### src/rtl/sdram_arb_pkg.sv
// Shared types and helpers for the SDRAM Wishbone arbiter and other
// multi-master blocks: FSM state encoding and a round-robin pick function.
package sdram_arb_pkg;

  typedef enum logic [1:0] {
    ST_IDLE = 2'd0,
    ST_BUSY = 2'd1,
    ST_DONE = 2'd2
  } arb_state_t;

  // The picker is written for the widest supported configuration; narrower
  // users zero-extend their request vector and index into these widths.
  localparam int MAX_PORTS = 8;
  localparam int MAX_IDX_W = 3;
  localparam int NUM_W     = MAX_IDX_W + 1;

  // First requesting index strictly after 'last', scanning upward modulo
  // 'num'. Returns 'last' unchanged when nothing requests.
  function automatic logic [MAX_IDX_W-1:0] rr_next(
    input logic [MAX_PORTS-1:0] req,
    input logic [MAX_IDX_W-1:0] last,
    input logic [NUM_W-1:0]     num
  );
    logic [MAX_IDX_W-1:0] pick;
    logic                 found;
    logic [NUM_W-1:0]     cand;
    pick  = last;
    found = 1'b0;
    for (int k = 1; k <= MAX_PORTS; k++) begin
      // last < num and k <= num, so one subtraction wraps the candidate
      cand = {1'b0, last} + k[NUM_W-1:0];
      if (cand >= num) begin
        cand = cand - num;
      end else begin
        cand = cand;
      end
      if (!found && (k <= int'(num)) && req[cand[MAX_IDX_W-1:0]]) begin
        pick  = cand[MAX_IDX_W-1:0];
        found = 1'b1;
      end else begin
        found = found;
      end
    end
    return pick;
  endfunction

endpackage

### src/rtl/sdram_wishbone_arbiter_rr_arbiter.sv
// Combinational round-robin picker: given a request vector and the last
// granted index, returns the next index to serve and whether any port asks.
module rr_arbiter
  import sdram_arb_pkg::*;
#(
  parameter int  NUM_PORTS = 4,
  localparam int IDX_W     = $clog2(NUM_PORTS)
) (
  input  logic [NUM_PORTS-1:0] req,
  input  logic [IDX_W-1:0]     last,
  output logic [IDX_W-1:0]     idx,
  output logic                 valid
);

  logic [MAX_PORTS-1:0] req_ext_s;
  logic [MAX_IDX_W-1:0] last_ext_s;
  logic [MAX_IDX_W-1:0] pick_s;

  assign req_ext_s  = MAX_PORTS'(req);
  assign last_ext_s = MAX_IDX_W'(last);
  assign pick_s     = rr_next(req_ext_s, last_ext_s, NUM_W'(NUM_PORTS));
  assign idx        = IDX_W'(pick_s);
  assign valid      = |req;

endmodule

### src/rtl/sdram_wishbone_arbiter.sv
// N-port classic Wishbone arbiter in front of the SDRAM controller user port.
// One access in flight, round-robin grant, grants held off until the
// controller finishes init, and a timeout that answers err instead of hanging.
module sdram_wishbone_arbiter
  import sdram_arb_pkg::*;
#(
  parameter int  NUM_PORTS = 4,
  parameter int  ADDR_W    = 24,
  parameter int  DATA_W    = 16,
  parameter int  TIMEOUT   = 1024,
  localparam int SEL_W     = DATA_W / 8,
  localparam int IDX_W     = $clog2(NUM_PORTS)
) (
  input  logic                        clk,
  input  logic                        rst_n,
  input  logic                        init_done,
  input  logic [NUM_PORTS*ADDR_W-1:0] m_adr,
  input  logic [NUM_PORTS*DATA_W-1:0] m_dat_w,
  input  logic [NUM_PORTS*SEL_W-1:0]  m_sel,
  input  logic [NUM_PORTS-1:0]        m_we,
  input  logic [NUM_PORTS-1:0]        m_cyc,
  input  logic [NUM_PORTS-1:0]        m_stb,
  output logic [DATA_W-1:0]           m_dat_r,
  output logic [NUM_PORTS-1:0]        m_ack,
  output logic [NUM_PORTS-1:0]        m_err,
  output logic [ADDR_W-1:0]           s_adr,
  output logic [DATA_W-1:0]           s_dat_w,
  output logic [SEL_W-1:0]            s_sel,
  output logic                        s_we,
  output logic                        s_cyc,
  output logic                        s_stb,
  input  logic [DATA_W-1:0]           s_dat_r,
  input  logic                        s_ack,
  input  logic                        s_err,
  output logic [IDX_W-1:0]            grant,
  output logic                        timeout_err
);

  localparam int               CNT_W      = (TIMEOUT > 1) ? $clog2(TIMEOUT) : 1;
  localparam logic [CNT_W-1:0] CNT_LAST   = CNT_W'((TIMEOUT > 0) ? TIMEOUT - 1 : 0);
  localparam logic [CNT_W-1:0] CNT_ONE    = CNT_W'(1'b1);
  localparam logic             TIMEOUT_EN = (TIMEOUT > 0);

  arb_state_t           state_r;
  logic [CNT_W-1:0]     cnt_r;
  logic [NUM_PORTS-1:0] req_s;
  logic [IDX_W-1:0]     pick_s;
  logic                 pick_valid_s;
  logic [ADDR_W-1:0]    pick_adr_s;
  logic [DATA_W-1:0]    pick_dat_s;
  logic [SEL_W-1:0]     pick_sel_s;
  logic                 pick_we_s;
  logic                 grant_cyc_s;
  logic [NUM_PORTS-1:0] grant_onehot_s;
  logic                 timeout_hit_s;

  assign req_s          = m_cyc & m_stb;
  assign grant_onehot_s = {{(NUM_PORTS-1){1'b0}}, 1'b1} << grant;
  assign timeout_hit_s  = TIMEOUT_EN && (cnt_r == CNT_LAST);

  rr_arbiter #(
    .NUM_PORTS(NUM_PORTS)
  ) u_rr (
    .req  (req_s),
    .last (grant),
    .idx  (pick_s),
    .valid(pick_valid_s)
  );

  // AND-OR mux of the picked port's request fields and the granted port's cyc
  always_comb begin
    pick_adr_s  = '0;
    pick_dat_s  = '0;
    pick_sel_s  = '0;
    pick_we_s   = 1'b0;
    grant_cyc_s = 1'b0;
    for (int i = 0; i < NUM_PORTS; i++) begin
      pick_adr_s  = pick_adr_s | ({ADDR_W{pick_s == IDX_W'(i)}} & m_adr[i*ADDR_W +: ADDR_W]);
      pick_dat_s  = pick_dat_s | ({DATA_W{pick_s == IDX_W'(i)}} & m_dat_w[i*DATA_W +: DATA_W]);
      pick_sel_s  = pick_sel_s | ({SEL_W{pick_s == IDX_W'(i)}} & m_sel[i*SEL_W +: SEL_W]);
      pick_we_s   = pick_we_s | ((pick_s == IDX_W'(i)) & m_we[i]);
      grant_cyc_s = grant_cyc_s | ((grant == IDX_W'(i)) & m_cyc[i]);
    end
  end

  // Arbitration FSM driving registered downstream signals and response pulses
  always_ff @(posedge clk or negedge rst_n) begin
    if (!rst_n) begin
      state_r     <= ST_IDLE;
      cnt_r       <= '0;
      grant       <= IDX_W'(NUM_PORTS - 1);
      s_adr       <= '0;
      s_dat_w     <= '0;
      s_sel       <= '0;
      s_we        <= 1'b0;
      s_cyc       <= 1'b0;
      s_stb       <= 1'b0;
      m_dat_r     <= '0;
      m_ack       <= '0;
      m_err       <= '0;
      timeout_err <= 1'b0;
    end else begin
      case (state_r)
        ST_IDLE: begin
          m_ack       <= '0;
          m_err       <= '0;
          timeout_err <= 1'b0;
          if (init_done && pick_valid_s) begin
            grant   <= pick_s;
            s_adr   <= pick_adr_s;
            s_dat_w <= pick_dat_s;
            s_sel   <= pick_sel_s;
            s_we    <= pick_we_s;
            s_cyc   <= 1'b1;
            s_stb   <= 1'b1;
            cnt_r   <= '0;
            state_r <= ST_BUSY;
          end else begin
            state_r <= ST_IDLE;
          end
        end
        ST_BUSY: begin
          if (s_err || s_ack) begin
            // err wins when both arrive together
            m_dat_r <= s_dat_r;
            if (s_err) begin
              m_err <= grant_onehot_s;
            end else begin
              m_ack <= grant_onehot_s;
            end
            s_cyc   <= 1'b0;
            s_stb   <= 1'b0;
            state_r <= ST_DONE;
          end else if (!grant_cyc_s) begin
            // master abandoned the access: no response is owed
            s_cyc   <= 1'b0;
            s_stb   <= 1'b0;
            state_r <= ST_DONE;
          end else if (timeout_hit_s) begin
            m_err       <= grant_onehot_s;
            timeout_err <= 1'b1;
            s_cyc       <= 1'b0;
            s_stb       <= 1'b0;
            state_r     <= ST_DONE;
          end else begin
            cnt_r <= cnt_r + CNT_ONE;
          end
        end
        ST_DONE: begin
          // one quiet cycle lets the master drop stb before re-arbitration
          m_ack       <= '0;
          m_err       <= '0;
          timeout_err <= 1'b0;
          state_r     <= ST_IDLE;
        end
        default: begin
          s_cyc       <= 1'b0;
          s_stb       <= 1'b0;
          m_ack       <= '0;
          m_err       <= '0;
          timeout_err <= 1'b0;
          state_r     <= ST_IDLE;
        end
      endcase
    end
  end

endmodule

### config.mk
export PLATFORM = sky130hd
export DESIGN_NAME = sdram_wishbone_arbiter
export DESIGN_NICKNAME = d
export VERILOG_FILES = /design/src/rtl/sdram_arb_pkg.sv /design/src/rtl/sdram_wishbone_arbiter_rr_arbiter.sv /design/src/rtl/sdram_wishbone_arbiter.sv
export SDC_FILE = /design/constraint.sdc
export NUM_CORES = 1
export LEC_CHECK = 0
export CORE_UTILIZATION = 38
export CTS_BUF_LIST = sky130_fd_sc_hd__clkbuf_4 sky130_fd_sc_hd__clkbuf_8 sky130_fd_sc_hd__clkbuf_16
export CTS_CLUSTER_SIZE = 16
export DETAILED_ROUTE_END_ITERATION = 7
export GPL_TIMING_DRIVEN = 0
export MAX_ROUTING_LAYER = met4
export PLACE_DENSITY = 0.78
export SLEW_MARGIN = 30
export SYNTH_ARGS = -nofsm -noshare
export SYNTH_HDL_FRONTEND = slang
export SYNTH_SLANG_ARGS = --single-unit
### constraint.sdc
create_clock -name clk -period 2.9 [get_ports clk]
set_input_delay 0.29 -clock clk [delete_from_list [all_inputs] [get_ports clk]]
set_output_delay 0.29 -clock clk [all_outputs]
set_load 0.02 [all_outputs]
* After elaboration in Yosys (flattened, before gate mapping) *
Cells that the tools add are included.

cells by class
  $lt $le $gt $ge = 8
  eq/ne operators = 20
  bitwise gates (word level) = 37
  reductions and logical operators = 20
  $add $sub $neg = 9
  mux-type cells = 46
  shifts and indexed selects = 1

operators by type and width
  kind                                                               count
  AND 24 bit                                                         4
  bitwise OR 24 bit                                                  3
  AND 16 bit                                                         4
  bitwise OR 16 bit                                                  3
  2-to-1 mux 10 bit                                                  4
  2-to-1 mux 4 bit                                                   8
  case mux 10 bit (2 select lines)                                   1
  greater-or-equal comparator 4 x 3 -> 1 bit, second input constant  4
  < comparator 3 x 4 -> 1 bit, second input constant                 4
  2-to-1 mux 1 bit                                                   16
  2-to-1 mux 2 bit                                                   7
  != test 2 bit, second input constant                               7
  binary-select mux 1 bit (select 3 bit)                             4
  2-to-1 mux 3 bit                                                   4
  subtractor 3 bit, second input constant                            4
  adder 10 x 1 -> 10 bit, second input constant                      1
  equality test 10 bit, second input constant                        1
  equality test 2 bit, second input constant                         5
  != test 3 bit, second input constant                               3
  AND reduction 3 bit                                                3
  AND 1 bit                                                          8
  AND 2 bit                                                          4
  adder 2 x 2 -> 3 bit, second input constant                        2
  equality test 2 x 1 -> 1 bit, second input constant                3
  18 further kinds                                                   34

word-level totals
  register bits after elaboration = 83
  logic and storage cells = 153
  input bits = 201

* Longest topological paths before layout *
  depth in word-level cells = 20
  depth in mapped cells = 12

* By module *
A second synthesis with hierarchy kept.

second synthesis, totals
  cells, all modules = 352
  area, all modules = 4,829.6 um2

by module, submodules not included
  module                  area an instance (um2)  cells an instance  seq. area each (um2)  instances
  sdram_wishbone_arbiter  4,526.8                 314                2,079.5               1
  rr_arbiter              302.8                   38                 0.0                   1

* Worst setup path after synthesis *
OpenSTA, ideal clock, no wires.

  path type = reg2reg
  start = register grant[0]
  end = register s_adr[13]
  path slack = -0.085 ns
  period minus slack after synthesis = 2.985 ns
  arrival time = 2.843 ns
  required time = 2.758 ns
  stages on the path, launching flop included = 13
  path through = dfstp_2 inv_2 clkbuf_1 clkbuf_1 ha_1 a211o_1 o221ai_1 o221a_2 buf_4 buf_4 buf_4 mux2i_1 o221ai_1

on the way
  word-level cells in the longest chain between the ends = 20
  elaborated cells on any way between the ends = 48
  those cells by class = 8 x add/sub; 4 x order compare; 3 x eq/ne; 19 x mux; 7 x bitwise; 7 x reduce/logical

ends and longest elaborated chain
  what                                                                            line                                      RTL
  from (decl)                                                                     sdram_wishbone_arbiter.sv:35              output logic [IDX_W-1:0] grant,
  from (signal assigned)                                                          sdram_wishbone_arbiter.sv:91              grant <= IDX_W'(NUM_PORTS - 1);
  from (signal assigned)                                                          sdram_wishbone_arbiter.sv:109             grant <= pick_s;
  adder 2 x 1 -> 3 bit                                                            sdram_arb_pkg.sv:31                       cand = {1'b0, last} + k[NUM_W-1:0];
  greater-or-equal comparator 4 x 3 -> 1 bit or subtractor 3 bit (tied branches)  sdram_arb_pkg.sv:32, sdram_arb_pkg.sv:33
  2-to-1 mux 3 bit                                                                sdram_arb_pkg.sv:32                       if (cand >= num) begin
  binary-select mux 1 bit (select 3 bit)                                          sdram_arb_pkg.sv:37                       if (!found && (k <= int'(num)) && req[cand[MAX_IDX_W-1:0]]) begin
  2-to-1 mux 1 bit (implied by the code)                                          sdram_arb_pkg.sv:37
  2-to-1 mux 1 bit                                                                sdram_arb_pkg.sv:37
  logical NOT 1 bit                                                               sdram_arb_pkg.sv:37
  logical AND 1 bit                                                               sdram_arb_pkg.sv:37
  [3 not listed]                                                                  --
  2-to-1 mux 1 bit                                                                sdram_arb_pkg.sv:37
  logical NOT 1 bit                                                               sdram_arb_pkg.sv:37
  logical AND 1 bit                                                               sdram_arb_pkg.sv:37
  2-to-1 mux 2 bit *                                                              sdram_arb_pkg.sv:37
  equality test 2 x 1 -> 1 bit or logical NOT 2 bit (tied branches)               sdram_wishbone_arbiter.sv:78              pick_adr_s = pick_adr_s | ({ADDR_W{pick_s == IDX_W'(i)}} & m_adr[i*ADDR_W +: ADDR_W]);
  AND 24 bit                                                                      sdram_wishbone_arbiter.sv:78
  bitwise OR 24 bit (2 in series)                                                 sdram_wishbone_arbiter.sv:78
  bitwise OR 24 bit *                                                             sdram_wishbone_arbiter.sv:78
  to (signal assigned)                                                            sdram_wishbone_arbiter.sv:110             s_adr <= pick_adr_s;
  to (decl)                                                                       sdram_wishbone_arbiter.sv:26              output logic [ADDR_W-1:0] s_adr,

Every way passes the cells marked *; elsewhere a longest branch is shown, timed or not. The select of a mux whose other input is x is not followed.
A chain may end at the register's enable or synchronous reset.

* Final worst setup path *
  start = register grant[0]
  end = register s_adr[0]

Same word-level chain as after synthesis.

==> reports/results.txt <==
outcome - finished clean
worst hold path type - in -> async
drt drc - 0
main flop type after synthesis - dfrtp_1
Worst EP arrival - 3040 ps
initial antenna violation count - 0
final setup violation count - 0
Congestion Overflow GR - 0
Die Span Y - 126 um
largest family of logic cells by synthesized area - compound AO/OA/AOI/OAI gates
vias in the first global route - 6579
fraction of layout cells with a size suffix above 1 - 14.8%
EDFF count, synth - 0
CTS tree - built
Syn Nets - 842
starting density of the core - 38.7%
GPL Wtd Cong - 0.837
Syn Area/Cell - 9.21 sq um
CP Data Required Time - 3130 ps
Inst Count DP - 1097
Worst R2R Start - grant[0]
maximum fanout along the worst path - 11
Adder-Cell Fraction of Synth Area - 1.07%
RSZ-0062 raised after global routing - yes
worst-case reg-to-reg path depth - 10
CP Capture Type - flip-flop
reg2reg setup slack - 90 ps
Slew Viols, Final - 0
Die Area - 15900 sq um
compound-gate portion of the synthesized area - 33.6%
CORE AREA - 15100 sq um
Startpoint Class - flip-flop
Synth Area in XOR/XNOR - 1.05%
fmax - 356 MHz
Nets - 1131
routed len/inst - 19.3 um
clock tree buffer depth - 2
clock-pin slew on the worst setup and hold paths - 80 ps
Sequential cell area - 2080 sq um
Tot GR Track Use - 28.0%
worst hold margin - 393 ps
largest net degree at the start of global routing - 49
Syn-to-layout area delta - 60.9%
maxcap violations - 0
leading area contributor after synthesis - dfrtp_1
Setup Skew - 8.71 ps
CTS buffer count - 9
std cell rows - 45
via count - 6581
Top Ports - 273
Pleak - 3.67 nW
global-route wire length before repair - 34200 um
Non-Filler Instances - 1118
multi-input logic area - 3550 sq um
PortBufs - 272
Peak supply drop - 0.406 mV
Pwr per Cell Area - 927 nW/um^2
H-Tree Depth - 3
Final min period - 2810 ps
Die Width - 126 um
DRT Pass-1 Iters - 4
Post-synth top cells - dfrtp_1 (81), a221oi_1 (66), nand2_1 (65)
top cells by area, synth - dfrtp_1 (35%), a221oi_1 (9.9%), mux2_2 (6.5%)
worst slew pin tran - 836 ps
mux share of post-synthesis cell area - 11.9%
Synthesis Warnings - 0
max_slew headroom - 43.8%
Simple-Gate Fraction of Synth Area - 11.3%
antenna fix cells - 0
clk sinks - 83
FF-to-FF End - s_adr[0]
top cell type's share of synthesized area - 34.6%
Seq/Total Area, Yosys - 35.5%
Final ANT Viol Nets - 0
final WL - 21600 um
Synth Instances - 636
top-count cell post-synth - dfrtp_1
Setup CP Type - reg -> reg
dpl hpwl - 16000 um
drt initial violations - 377
FILL cells - 1302
Skew-Pair Late Insertion Delay - 360 ps
root buffer cell - clkbuf_16
share of flip-flops with an asynchronous set or reset - 100%
via/cell ratio - 5.89
Final period util - 96.7%
Total Power - 0.00874 W
Hold Vio Cnt, Final - 0
post-synthesis register bit count - 83
Synth cell types - 52
Mapped Area - 5860 sq um
[metrics by stage]
stage	instance area (sq um)	setup slack [ps]	utilization, %	setup TNS, ps
floorplan	5870	11.2	-	0
detailed placement	8860	-796	58.5	-29020
CTS	9280	3.05	61.2	0
global placement	8830	-1650	58.3	-163470
global route	9430	-50.2	62.3	-386
finish	9430	94.6	62.3	0
[repair_timing]
action                     CTS  global route
gates cloned                 0             1
hold endpoints to repair    35             0
pin swaps                    1             2
gates resized for setup     33            25
setup endpoints to repair   50            41
buffers inserted             1             3
hold buffers                 1             0
[sequential cells by signal, summed over array words and instances, names as in the netlist, 4 cells and up]
register / cells
m_err: 4
m_ack: 4
s_adr: 24
s_dat_w: 16
m_dat_r: 16
cnt_r: 10
[power by group]
group | switching, W | total [W] | internal [W]
registers | 0.000263 | 0.00187 | 0.00161
clock network | 0.000583 | 0.00119 | 0.000612
logic | 0.00290 | 0.00568 | 0.00278
total | 0.00374 | 0.00874 | 0.00500
[worst max path at each step]
stage | from | slack, ps | to
2_1_floorplan | grant[0] | 10 | s_adr[13]
3_3_place_gp | rst_n | -1650 | s_adr[1]
3_5_place_dp | grant[0] | -800 | s_adr[22]
4_1_cts | grant[0] | 3 | s_we
5_1_grt | grant[0] | -50 | s_sel[0]
6_report | grant[0] | 90 | s_adr[0]
[final cells by class]
class / count / area share [%]
tap: 188 / 2.49
sequential: 83 / 22.1
buffer: 57 / 4.15
clock inverter: 7 / 0.783
inverter: 10 / 0.398
multi-input combinational: 485 / 37.6
clock buffer: 9 / 2.39
timing repair buffer: 279 / 30.1
[per-layer routing]
| metal | wire length (um) | track usage, % |
|---|---|---|
| met1 | 9390 | 35.8 |
| met2 | 10600 | 45.0 |
| met3 | 1050 | 3.27 |
| met4 | 542 | 11.9 |
| met5 | 0 | - |
[cells in the final DEF, fill, tap and decap left out, types with 3 or more instances in the layout]
| cell type | Yosys | routed |
|---|---|---|
| o221ai_1 | 27 | 26 |
| a22oi_1 | 21 | 21 |
| clkbuf_16 | 0 | 10 |
| buf_6 | 5 | 7 |
| mux2i_1 | 29 | 25 |
| a221oi_2 | 20 | 25 |
| inv_1 | 9 | 9 |
| buf_2 | 13 | 12 |
| nand3_1 | 13 | 13 |
| buf_4 | 5 | 4 |
| nand2_1 | 65 | 65 |
| o21ai_0 | 35 | 35 |
| o22ai_1 | 19 | 18 |
| clkdlybuf4s50_1 | 0 | 271 |
| inv_6 | 0 | 3 |
| and2_1 | 3 | 3 |
| buf_12 | 0 | 6 |
| clkbuf_8 | 0 | 3 |
| mux2_2 | 34 | 34 |
| nor4_1 | 3 | 3 |
| ha_1 | 5 | 3 |
| nand2b_1 | 3 | 3 |
| xnor2_1 | 6 | 6 |
| a21oi_1 | 47 | 47 |
| dfrtp_1 | 81 | 81 |
| buf_1 | 2 | 4 |
| clkbuf_1 | 33 | 16 |
| a221oi_1 | 66 | 61 |
| clkbuf_2 | 0 | 9 |
| nor2_1 | 56 | 55 |
[kinds of logic (layout without fill, tap and decap cells)]
group / after synthesis / count (layout)
AOI/OAI and AO/OA: 253 / 253
adders and majority gates: 5 / 5
DFF: 83 / 83
muxes: 64 / 64
and+or+nand+nor: 156 / 156
xor gates and xnor gates: 7 / 7
buffers and inverters: 68 / 362
[worst max-delay path, cell delays in order (launching register included)]
cell,delay [ps]
dfstp_2,560
inv_2,80
buf_4,180
clkbuf_8,180
ha_2,220
nor2_2,170
a21boi_1,150
a32o_1,370
clkbuf_4,250
a221oi_1,370
o221ai_1,150
No activity file was read; power rests on OpenSTA's default activity.
